File: src/rtl/uart_rx_param.sv
// uart_rx_param: oversampling-free UART receiver sampling mid-bit with a CLK_DIV period
// counter, optional parity, 1 or 2 stop bits and a valid/ready holding register.
module uart_rx_param #(
    parameter int CLK_DIV    = 868,
    parameter int DATA_BITS  = 8,
    parameter int PARITY_EN  = 0,
    parameter int PARITY_ODD = 0,
    parameter int STOP_BITS  = 1
) (
    input  logic                 clk,
    input  logic                 res,
    input  logic                 RX,
    output logic [DATA_BITS-1:0] rx_data,
    output logic                 rx_valid,
    input  logic                 rx_ready,
    output logic                 frame_err,
    output logic                 parity_err,
    output logic                 overrun,
    output logic                 busy
);

    localparam int             CW        = $clog2(CLK_DIV);
    localparam logic [CW-1:0]  HALF_M1   = CW'(CLK_DIV / 2 - 1);
    localparam logic [CW-1:0]  FULL_M1   = CW'(CLK_DIV - 1);
    localparam logic [3:0]     DATA_LAST = 4'(DATA_BITS - 1);
    localparam logic [3:0]     STOP_LAST = 4'(STOP_BITS - 1);
    localparam logic           ODD_BIT   = (PARITY_ODD != 0);

    if (CLK_DIV < 4 || CLK_DIV > 2047) begin : g_bad_div
        $error("uart_rx_param: CLK_DIV must be within 4..2047");
    end
    if (DATA_BITS < 5 || DATA_BITS > 9) begin : g_bad_bits
        $error("uart_rx_param: DATA_BITS must be within 5..9");
    end
    if (STOP_BITS != 1 && STOP_BITS != 2) begin : g_bad_stop
        $error("uart_rx_param: STOP_BITS must be 1 or 2");
    end

    typedef enum logic [2:0] {
        IDLE,
        START,
        DATA,
        PARITY,
        STOP,
        WAIT_HIGH
    } state_t;

    state_t               state;
    logic                 rx_meta;
    logic                 rxs;
    logic [CW-1:0]        cnt;
    logic [3:0]           bit_cnt;
    logic [DATA_BITS-1:0] shift;
    logic                 par_bad;
    logic                 stop_bad;
    logic                 at_half;
    logic                 at_full;

    assign at_half = (cnt == HALF_M1);
    assign at_full = (cnt == FULL_M1);

    // RX is asynchronous to clk; both flops idle high so reset never looks like a start bit.
    always_ff @(posedge clk or negedge res) begin
        if (!res) begin
            rx_meta <= 1'b1;
            rxs     <= 1'b1;
        end else begin
            rx_meta <= RX;
            rxs     <= rx_meta;
        end
    end

    // The handshake defaults are written first so a frame completing on the same edge
    // overrides them: overrun then reflects only whether the held frame was lost.
    always_ff @(posedge clk or negedge res) begin
        if (!res) begin
            state      <= IDLE;
            cnt        <= '0;
            bit_cnt    <= '0;
            shift      <= '0;
            par_bad    <= 1'b0;
            stop_bad   <= 1'b0;
            rx_data    <= '0;
            rx_valid   <= 1'b0;
            frame_err  <= 1'b0;
            parity_err <= 1'b0;
            overrun    <= 1'b0;
            busy       <= 1'b0;
        end else begin
            if (rx_valid && rx_ready) begin
                rx_valid <= 1'b0;
                overrun  <= 1'b0;
            end

            case (state)
                IDLE: begin
                    if (!rxs) begin
                        state    <= START;
                        cnt      <= '0;
                        bit_cnt  <= '0;
                        stop_bad <= 1'b0;
                        busy     <= 1'b1;
                    end
                end

                START: begin
                    if (at_half) begin
                        cnt <= '0;
                        if (rxs) begin
                            state <= IDLE;
                            busy  <= 1'b0;
                        end else begin
                            state <= DATA;
                        end
                    end else begin
                        cnt <= cnt + 1'b1;
                    end
                end

                DATA: begin
                    if (at_full) begin
                        cnt   <= '0;
                        shift <= {rxs, shift[DATA_BITS-1:1]};
                        if (bit_cnt == DATA_LAST) begin
                            bit_cnt <= '0;
                            state   <= (PARITY_EN != 0) ? PARITY : STOP;
                        end else begin
                            bit_cnt <= bit_cnt + 4'd1;
                        end
                    end else begin
                        cnt <= cnt + 1'b1;
                    end
                end

                PARITY: begin
                    if (at_full) begin
                        cnt     <= '0;
                        par_bad <= ((^shift) ^ rxs) != ODD_BIT;
                        state   <= STOP;
                    end else begin
                        cnt <= cnt + 1'b1;
                    end
                end

                STOP: begin
                    if (at_full) begin
                        cnt <= '0;
                        if (bit_cnt == STOP_LAST) begin
                            rx_data    <= shift;
                            frame_err  <= stop_bad | ~rxs;
                            parity_err <= (PARITY_EN != 0) ? par_bad : 1'b0;
                            rx_valid   <= 1'b1;
                            overrun    <= rx_valid & ~rx_ready;
                            bit_cnt    <= '0;
                            stop_bad   <= 1'b0;
                            if (rxs) begin
                                state <= IDLE;
                                busy  <= 1'b0;
                            end else begin
                                state <= WAIT_HIGH;
                            end
                        end else begin
                            stop_bad <= stop_bad | ~rxs;
                            bit_cnt  <= bit_cnt + 4'd1;
                        end
                    end else begin
                        cnt <= cnt + 1'b1;
                    end
                end

                WAIT_HIGH: begin
                    if (rxs) begin
                        state <= IDLE;
                        busy  <= 1'b0;
                    end
                end

                default: begin
                    state <= IDLE;
                    busy  <= 1'b0;
                end
            endcase
        end
    end

endmodule
File: config.mk
export PLATFORM = sky130hd
export DESIGN_NAME = uart_rx_param
export DESIGN_NICKNAME = d
export VERILOG_FILES = /design/src/rtl/uart_rx_param.sv
export SDC_FILE = /design/constraint.sdc
export NUM_CORES = 1
export LEC_CHECK = 0
export ABC_AREA = 0
export CAP_MARGIN = 10
export CORE_MARGIN = 10
export CORE_UTILIZATION = 40
export DETAILED_ROUTE_END_ITERATION = 8
export PLACE_DENSITY_LB_ADDON = 0.05
export SYNTH_ARGS = -nofsm -noshare
export SYNTH_HDL_FRONTEND = slang
export SYNTH_SLANG_ARGS = --single-unit
export TNS_END_PERCENT = 10
File: constraint.sdc
create_clock -name clk -period 2.6 [get_ports clk]
set_input_delay 0.52 -clock clk [delete_from_list [all_inputs] [get_ports clk]]
set_output_delay 0.52 -clock clk [all_outputs]
set_load 0.02 [all_outputs]
After elaboration in Yosys (flattened, before gate mapping)
Index checks and enable logic that the tools add are counted.
{"block": "op_classes", "n_addsub": 2, "eq_ne": 16, "mux": 39, "n_bitwise": 5, "reduce_logical": 15}
{"cell": "two-way mux 10 bit", "count": 3}
{"cell": "one-hot mux 10 bit (3 select lines)", "count": 1}
{"cell": "two-way mux 3 bit", "count": 9}
{"cell": "two-way mux 4 bit", "count": 5}
{"cell": "one-hot mux 3 bit (6 select lines)", "count": 1}
{"cell": "two-way mux 1 bit", "count": 16}
{"cell": "!= test 2 bit, second input constant", "count": 8}
{"cell": "one-hot mux 4 bit (3 select lines)", "count": 1}
{"cell": "adder 10 x 1 -> 10 bit, second input constant", "count": 1}
{"cell": "== test 10 bit, second input constant", "count": 1}
{"cell": "== test 10 x 9 -> 1 bit, second input constant", "count": 1}
{"cell": "AND reduction 8 bit", "count": 1}
{"cell": "== test 3 x 2 -> 1 bit, second input constant", "count": 2}
{"cell": "== test 3 bit, second input constant", "count": 2}
{"cell": "AND reduction 3 bit", "count": 2}
{"cell": "nonzero test 3 bit", "count": 2}
{"cell": "one-hot mux 1 bit (5 select lines)", "count": 1}
{"cell": "AND reduction 5 bit", "count": 1}
{"cell": "adder 4 x 1 -> 4 bit, second input constant", "count": 1}
{"cell": "== test 4 x 3 -> 1 bit, second input constant", "count": 1}
{"cell": "zero test 4 bit", "count": 1}
{"cell": "AND reduction 2 bit", "count": 2}
{"cell": "AND reduction 4 bit", "count": 1}
{"cell": "== test 3 x 1 -> 1 bit, second input constant", "count": 1}
{"cell": "10 further kinds", "count": 12}
{"block": "word_totals", "reg_bits": 40, "input_bits": 4, "wordCells": 89}

Logic depth before layout (Yosys ltp)
Gate-level depths: netlist of the first run.
{"block": "depth", "depth_word": 5, "ltp_mapped": 7}

Least setup slack after synthesis of the first run
Ideal clock, no wire load.
{"block": "synth_timing", "kind": "register to register", "startpoint": "register bit_cnt[0]", "endpoint": "register state[0]", "t_arrival_ns": 1.866, "required_ns": 2.475, "setup_slack_ns": 0.609, "stages_incl_launch_ff": 7, "path_buffers": 0, "period_less_slack_ns": 1.991, "path_cell_list": "dfrtp_1 inv_1 ha_1 or3b_4 a22oi_1 a21boi_2 mux2_2"}
{"block": "synth_between", "elab_chain_len": 3, "elab_cells_between_ends": 5, "classes_between": "3 x eq/ne; 2 x reduce/logical"}
{"item": "start: declaration", "line_no": "52", "source": "logic [3:0] bit_cnt;"}
{"item": "start signal: assignment", "line_no": "128", "source": "bit_cnt <= bit_cnt + 4'd1;"}
{"item": "start signal: assignment", "line_no": "164", "source": "bit_cnt <= bit_cnt + 4'd1;"}
{"item": "== test 4 x 3 -> 1 bit / zero test 4 bit (equally long branches)", "line_no": "124, 148"}
{"item": "!= test 2 bit (no source line)"}
{"item": "AND reduction 8 bit (no source line) (*)"}
{"item": "end signal: assignment", "line_no": "126", "source": "state <= (PARITY_EN != 0) ? PARITY : STOP;"}
{"item": "end: declaration", "line_no": "48", "source": "state_t state;"}
Every way passes the cells marked *; elsewhere a longest branch is shown, timed or not.
A chain may end at the register's enable or synchronous reset.

Worst setup path after layout of the first run
{"block": "layout_timing", "startpoint": "register cnt[0]", "endpoint": "register cnt[2]"}
{"block": "layout_between", "elab_chain_len": 3, "elab_cells_between_ends": 6, "classes_between": "1 x add/sub; 2 x eq/ne; 3 x mux"}
{"item": "start: declaration", "line_no": "51", "source": "logic [CW-1:0] cnt;"}
{"item": "start signal: assignment", "line_no": "116", "source": "cnt <= cnt + 1'b1;"}
{"item": "start signal: assignment", "line_no": "131", "source": "cnt <= cnt + 1'b1;"}
{"item": "start signal: assignment", "line_no": "141", "source": "cnt <= cnt + 1'b1;"}
{"item": "adder 10 x 1 -> 10 bit (tied with other cells)"}
{"item": "two-way mux 10 bit, on equally long branches"}
{"item": "one-hot mux 10 bit (3 select lines) (*)", "line_no": "95", "source": "case (state)"}
Marked as above.

==> metrics.yaml, run 1 <==
post_cts_buffers: 0
crit_start: "cnt[0]"
met1_length_um: 1930
setup_tns_ns: 0
fillCellCount: 459
hp-class: "in -> async"
cp.arrival_ns: 2.40
synth_top_cell_by_area: "dfrtp_1"
synth.top_cell.area_share: 0.463
die_width_um: 91.7
layout-drive-gt1-share: 0.194
die_h_um: 91.7
area_delta_synth_final_pct: 14.5
cp.required_ns: 2.78
gp_congestion: 0.813
relSlewSlack: 0.424
rsz0062_at_grt: "false"
wl_met3_um: 229
synth_cell_type_count: 48
detail_route.vias_per_cell: 5.50
met2_length_um: 1870
synth_seq_area_share: 0.488
ys_async_sr_fraction: 1.00
slew_viol_final: 0
grt_pass1_vias: 1426
top_layer_used: "met4"
cts_tree: "done"
endpoint_kind: "register"
hold_violations: 0
outcome: "complete, no violations"
overflow: 0
tightest_slew_ns: 0.864
synthTopCellsByArea: "dfrtp_1, mux2_2, a31oi_1, inv_1, nor3b_4"
cp_max_fo: 12
clk_path_buf_depth: 2
fmax_mhz: 450
via_count: 1517
antenna_cells: 0
firstDrtPassIters: 4
grt_pass1_wl_um: 6880
ctsHoldBuffers: 0
ys_warn_count: 0
rows: 26
ff2ff_setup_slack_ns: 0.38
worstRegToRegCells: 6
ys_ff_latch: 40
p_per_area_nw_per_um2: 485
hold_ws_ns: 0.340
clkLatencyLatePin_ns: 0.29
reg2reg_from: "cnt[0]"
dieArea_um2: 8410
finalPower_uw: 1140
nNetsFinal: 213
coreArea_um2: 5040
path_clk_slew_ns: 0.08
grt_use_total: 0.0987
drc: 0
synth_edf_count: 0
critPathLaunchType: "register"
ir_drop_uv: 254
start_util: 0.408
grt_max_degree: 41
grt_antenna_before_repair: 0
p_leak_uw: 0.00104
place_area_um2: 2250
post_cts_resized: 0
synthCells: 189
ant_nets: 0
design_area_um2: 2350
port_buffers: 15
htreeDepth: 2
period_minus_slack_ns: 2.22
first_iter_violations: 53
postSynthNetCount: 197
netlist_area_um2: 2060
crit_end: "cnt[2]"
wl_per_cell_um: 14.9
yosysMostFrequentCell: "dfrtp_1"
seq_area_um2: 1000
finalSetupViolCount: 0
fin_crit_sh: 0.854
r2r-end: "cnt[2]"
ys.flop_type: "dfrtp_1"
ios: 17
numCtsBuffers: 5
skew_ns: 0.00308
hpwl_um: 3000
root_buffer: "clkbuf_8"
syn_area_per_cell_um2: 10.9
clkSinkCount: 40
wl_um: 4120
critPathKind: "reg -> reg"
multiInputGateArea_um2: 932
synth_commonest_cells: "dfrtp_1, mux2_2, inv_1"
cap_violations: 0
## layout make-up
| class | count | share of cell area |
|---|---|---|
| timing repair buffer | 18 | 0.0712 |
| inverter | 15 | 0.0239 |
| tap | 70 | 0.0372 |
| clock buffer | 6 | 0.0308 |
| clock inverter | 2 | 0.0149 |
| multi-input combinational | 125 | 0.396 |
| sequential | 40 | 0.426 |
## layer usage
layer | up-vias | global-route usage
met1 | 739 | 0.123
met5 | - | 0
met3 | 11 | 0.0334
met4 | 0 | 0.0424
met2 | 50 | 0.153
li1 | 717 | -
## worst min-delay path by stage
stage	slack (ns)	cells after the start	end	start
global placement	0.35	0	rxs	rx_meta
CTS	0.36	0	rxs	rx_meta
global route	0.37	0	rxs	rx_meta
finish	0.34	1	shift[3]	res
detailed placement	0.35	0	rxs	rx_meta
floorplan	0.22	0	bit_cnt[0]	res
## flip-flops by register name (all words and copies together) (netlist names)
register / flops
frame_err: 1
bit_cnt: 4
rx_meta: 1
overrun: 1
shift: 8
state: 3
stop_bad: 1
rx_valid: 1
busy: 1
rx_data: 8
cnt: 10
rxs: 1
## placed cells by master (no fill, tap or decap), types with 2 or more instances in the layout
cell type	netlist	layout
dfrtp_1	38	38
mux2_2	18	18
inv_1	15	15
clkdlybuf4s50_1	0	14
nand2_1	12	12
nor2_1	10	10
a21oi_1	9	9
a31oi_1	9	9
nand3_1	7	7
o21ai_0	7	7
clkbuf_8	0	5
nor3_1	4	4
ha_1	4	4
nor3b_4	3	3
nand3b_1	3	3
o22ai_1	3	3
nand4_1	3	3
buf_4	1	3
and2_1	2	2
mux2i_1	2	2
a21o_1	2	2
and3_1	2	2
o211ai_1	2	2
dfstp_2	2	2
## power by group
group	internal (uW)	switching [uW]
combinational	4.36	15.4
sequential	624	1.53
clock	285	212
## per-stage QoR
step | util | setup slack [ns] | std cells
6_report | 0.467 | 0.380 | 276
5_1_grt | 0.467 | 0.192 | 276
4_1_cts | 0.467 | 0.369 | 276
3_5_place_dp | 0.446 | 0.404 | 268
3_3_place_gp | 0.446 | 0.473 | 268
2_1_floorplan | - | 0.609 | 189
## critical path, cell delays in order (launching register included)
cell and delay, ns:
dfrtp_1 0.43, ha_1 0.27, and4bb_1 0.25, a31oi_1 0.17, o22a_1 0.42, nand2_1 0.25
o311ai_0 0.32
## cell families after synthesis
group                    share of synthesized area
buffers and inverters                       0.0584
AO/OA/AOI/OAI                                0.142
other                                      0.00182
AND/OR/NAND/NOR                              0.177
adder cells (fa/ha/maj)                     0.0243
multiplexers                                 0.108
flip-flops                                   0.488
(Power assumes the default switching activity.)
==> run 2: changes to the inputs <==
--- a/config.mk
+++ b/config.mk
@@ -10,6 +10,7 @@
 export CORE_MARGIN = 10
 export CORE_UTILIZATION = 40
 export DETAILED_ROUTE_END_ITERATION = 8
+export GPL_TIMING_DRIVEN = 0
 export PLACE_DENSITY_LB_ADDON = 0.05
 export SYNTH_ARGS = -nofsm -noshare
 export SYNTH_HDL_FRONTEND = slang
==> metrics.yaml, run 2 (synthesis results as in run 1) <==
rsz0062_at_grt: "false"  # unchanged
slew_viol_final: 0  # unchanged
crit_start: "bit_cnt[0]"  # was cnt[0]
endpoint_kind: "register"  # unchanged
ant_nets: 0  # unchanged
start_util: 0.408  # unchanged
cts_tree: "done"  # unchanged
cap_violations: 0  # unchanged
hpwl_um: 3020  # was 3000 um
final_cell_mix: "dfrtp_1, mux2_2, inv_1"  # unchanged
fillCellCount: 473  # was 459
ir_drop_uv: 284  # was 254 uV
reg2reg_from: "bit_cnt[0]"  # was cnt[0]
root_buffer: "clkbuf_8"  # unchanged
clkLatencyLatePin_ns: 0.29  # about the same
hold_violations: 0  # unchanged
regMostFlops: "cnt"  # unchanged
antenna_cells: 0  # unchanged
fin_crit_sh: 0.852  # was 0.854
via_count: 1522  # was 1,517
dieArea_um2: 8410  # unchanged
clkSinkCount: 40  # unchanged
grt_pass1_vias: 1550  # was 1,426
post_cts_resized: 0  # unchanged
design_area_um2: 2400  # was 2350 um^2
clk_path_buf_depth: 2  # unchanged
skew_ns: 0.00673  # was 0.00308 ns
critPathKind: "reg -> reg"  # unchanged
post_cts_buffers: 0  # unchanged
port_buffers: 15  # unchanged
finalPower_uw: 1150  # was 1140 uW
grt_pass1_wl_um: 7310  # was 6880 um
crit_path_top_delay_cell: "dfrtp_1"  # unchanged
detail_route.vias_per_cell: 5.40  # was 5.50
htreeDepth: 2  # unchanged
outcome: "complete, no violations"  # unchanged
setup_slack_ns: 0.384  # was 0.380 ns
die_h_um: 91.7  # unchanged
layout-drive-gt1-share: 0.208  # was 0.194
tightest_slew_ns: 0.875  # was 0.864 ns
nNetsFinal: 219  # was 213
relSlewSlack: 0.416  # was 0.424
period_minus_slack_ns: 2.22  # about the same
die_width_um: 91.7  # unchanged
first_iter_violations: 75  # was 53
ios: 17  # unchanged
cp.arrival_ns: 2.40  # about the same
finalSetupViolCount: 0  # unchanged
place_ws_ns: 0.397  # was 0.404 ns
cp_max_fo: 5  # was 12
grt_max_degree: 41  # unchanged
gp_congestion: 0.824  # was 0.813
p_leak_uw: 0.00106  # was 0.00104 uW
largest_register_ffs: 10  # unchanged
grt_antenna_before_repair: 0  # unchanged
reg.largest.list: "cnt: 10 flops, rx_data: 8 flops, shift: 8 flops"  # unchanged
wl_um: 4230  # was 4120 um
area_delta_synth_final_pct: 16.6  # was 14.5%
path_clk_slew_ns: 0.08  # about the same
critPathMaxStageDelay_ns: 0.43  # about the same
drc: 0  # unchanged
hp-class: "in -> async"  # unchanged
fmax_mhz: 451  # was 450 MHz
crit_path_cell_trace: "inv_1 > ha_1 > or3b_4 > a22oi_1 > a21boi_2 > mux2_2"  # was ha_1 > and4bb_1 > a31oi_1 > o22a_1 > nand2_1 > o311ai_0
p_per_area_nw_per_um2: 481  # was 485 nW/um^2
ctsHoldBuffers: 0  # unchanged
critPathLaunchType: "register"  # unchanged
place_area_um2: 2290  # was 2250 um^2
rows: 26  # unchanged
final_common_cell: "dfrtp_1"  # unchanged
wl_per_cell_um: 15.0  # was 14.9 um
grt_use_total: 0.105  # was 0.0987
coreArea_um2: 5040  # unchanged
firstDrtPassIters: 4  # unchanged
numCtsBuffers: 5  # unchanged
overflow: 0  # unchanged
cp.required_ns: 2.78  # about the same
setup_tns_ns: 0  # unchanged
==> run 2: area by class of cell <==
class,instances,area (um^2),area share
Multi-Input combinational cell,125,932,0.389
Timing Repair Buffer,15,145,0.0606
Clock inverter,2,35.0,0.0146
Sequential cell,40,1000,0.419
Inverter,15,56.3,0.0235
Buffer,9,63.8,0.0266
Clock buffer,6,72.6,0.0303
Tap cell,70,87.6,0.0366
==> run 2: worst max-delay path: cells and delay by family (launching register included) <==
kind                     cells  cell delay [ns]
multiplexers                 1             0.36
flip-flops                   1             0.43
buffers and inverters        1             0.08
AND/OR/NAND/NOR              1             0.41
AO/OA/AOI/OAI                2             0.70
adder cells (fa/ha/maj)      1             0.13
==> run 2: stage by stage <==
step | utilization | cells | hold WS [ns]
2_1_floorplan | - | 189 | 0.224
5_1_grt | 0.475 | 282 | 0.368
3_5_place_dp | 0.454 | 274 | 0.350
3_3_place_gp | 0.455 | 274 | 0.347
4_1_cts | 0.475 | 282 | 0.359
6_report | 0.475 | 282 | 0.343
==> run 2: worst paths after layout <==
path / end / slack (ns) / cells after the start
worst min-delay path: shift[2] / 0.34 / 1
min in group clk: rxs / 0.36 / 0
worst min register to register: rxs / 0.36 / 0
max in group asynchronous: overrun / 1.71 / 1
worst max-delay path: state[0] / 0.38 / 6
worst max register to register: state[0] / 0.38 / 6
==> run 2: report_power, final <==
group / switching (uW) / internal [uW] / total [uW]
logic: 15.6 / 5.36 / 20.9
registers: 1.77 / 624 / 626
clock network: 220 / 285 / 504
==> run 2: metal layers <==
layer  GRT usage  vias up  share of wire
met2       0.169       40           0.48
met1       0.124      751           0.45
met3      0.0383        5          0.060
met4      0.0424        0          0.013
met5           0        -              0
li1            -      726              -
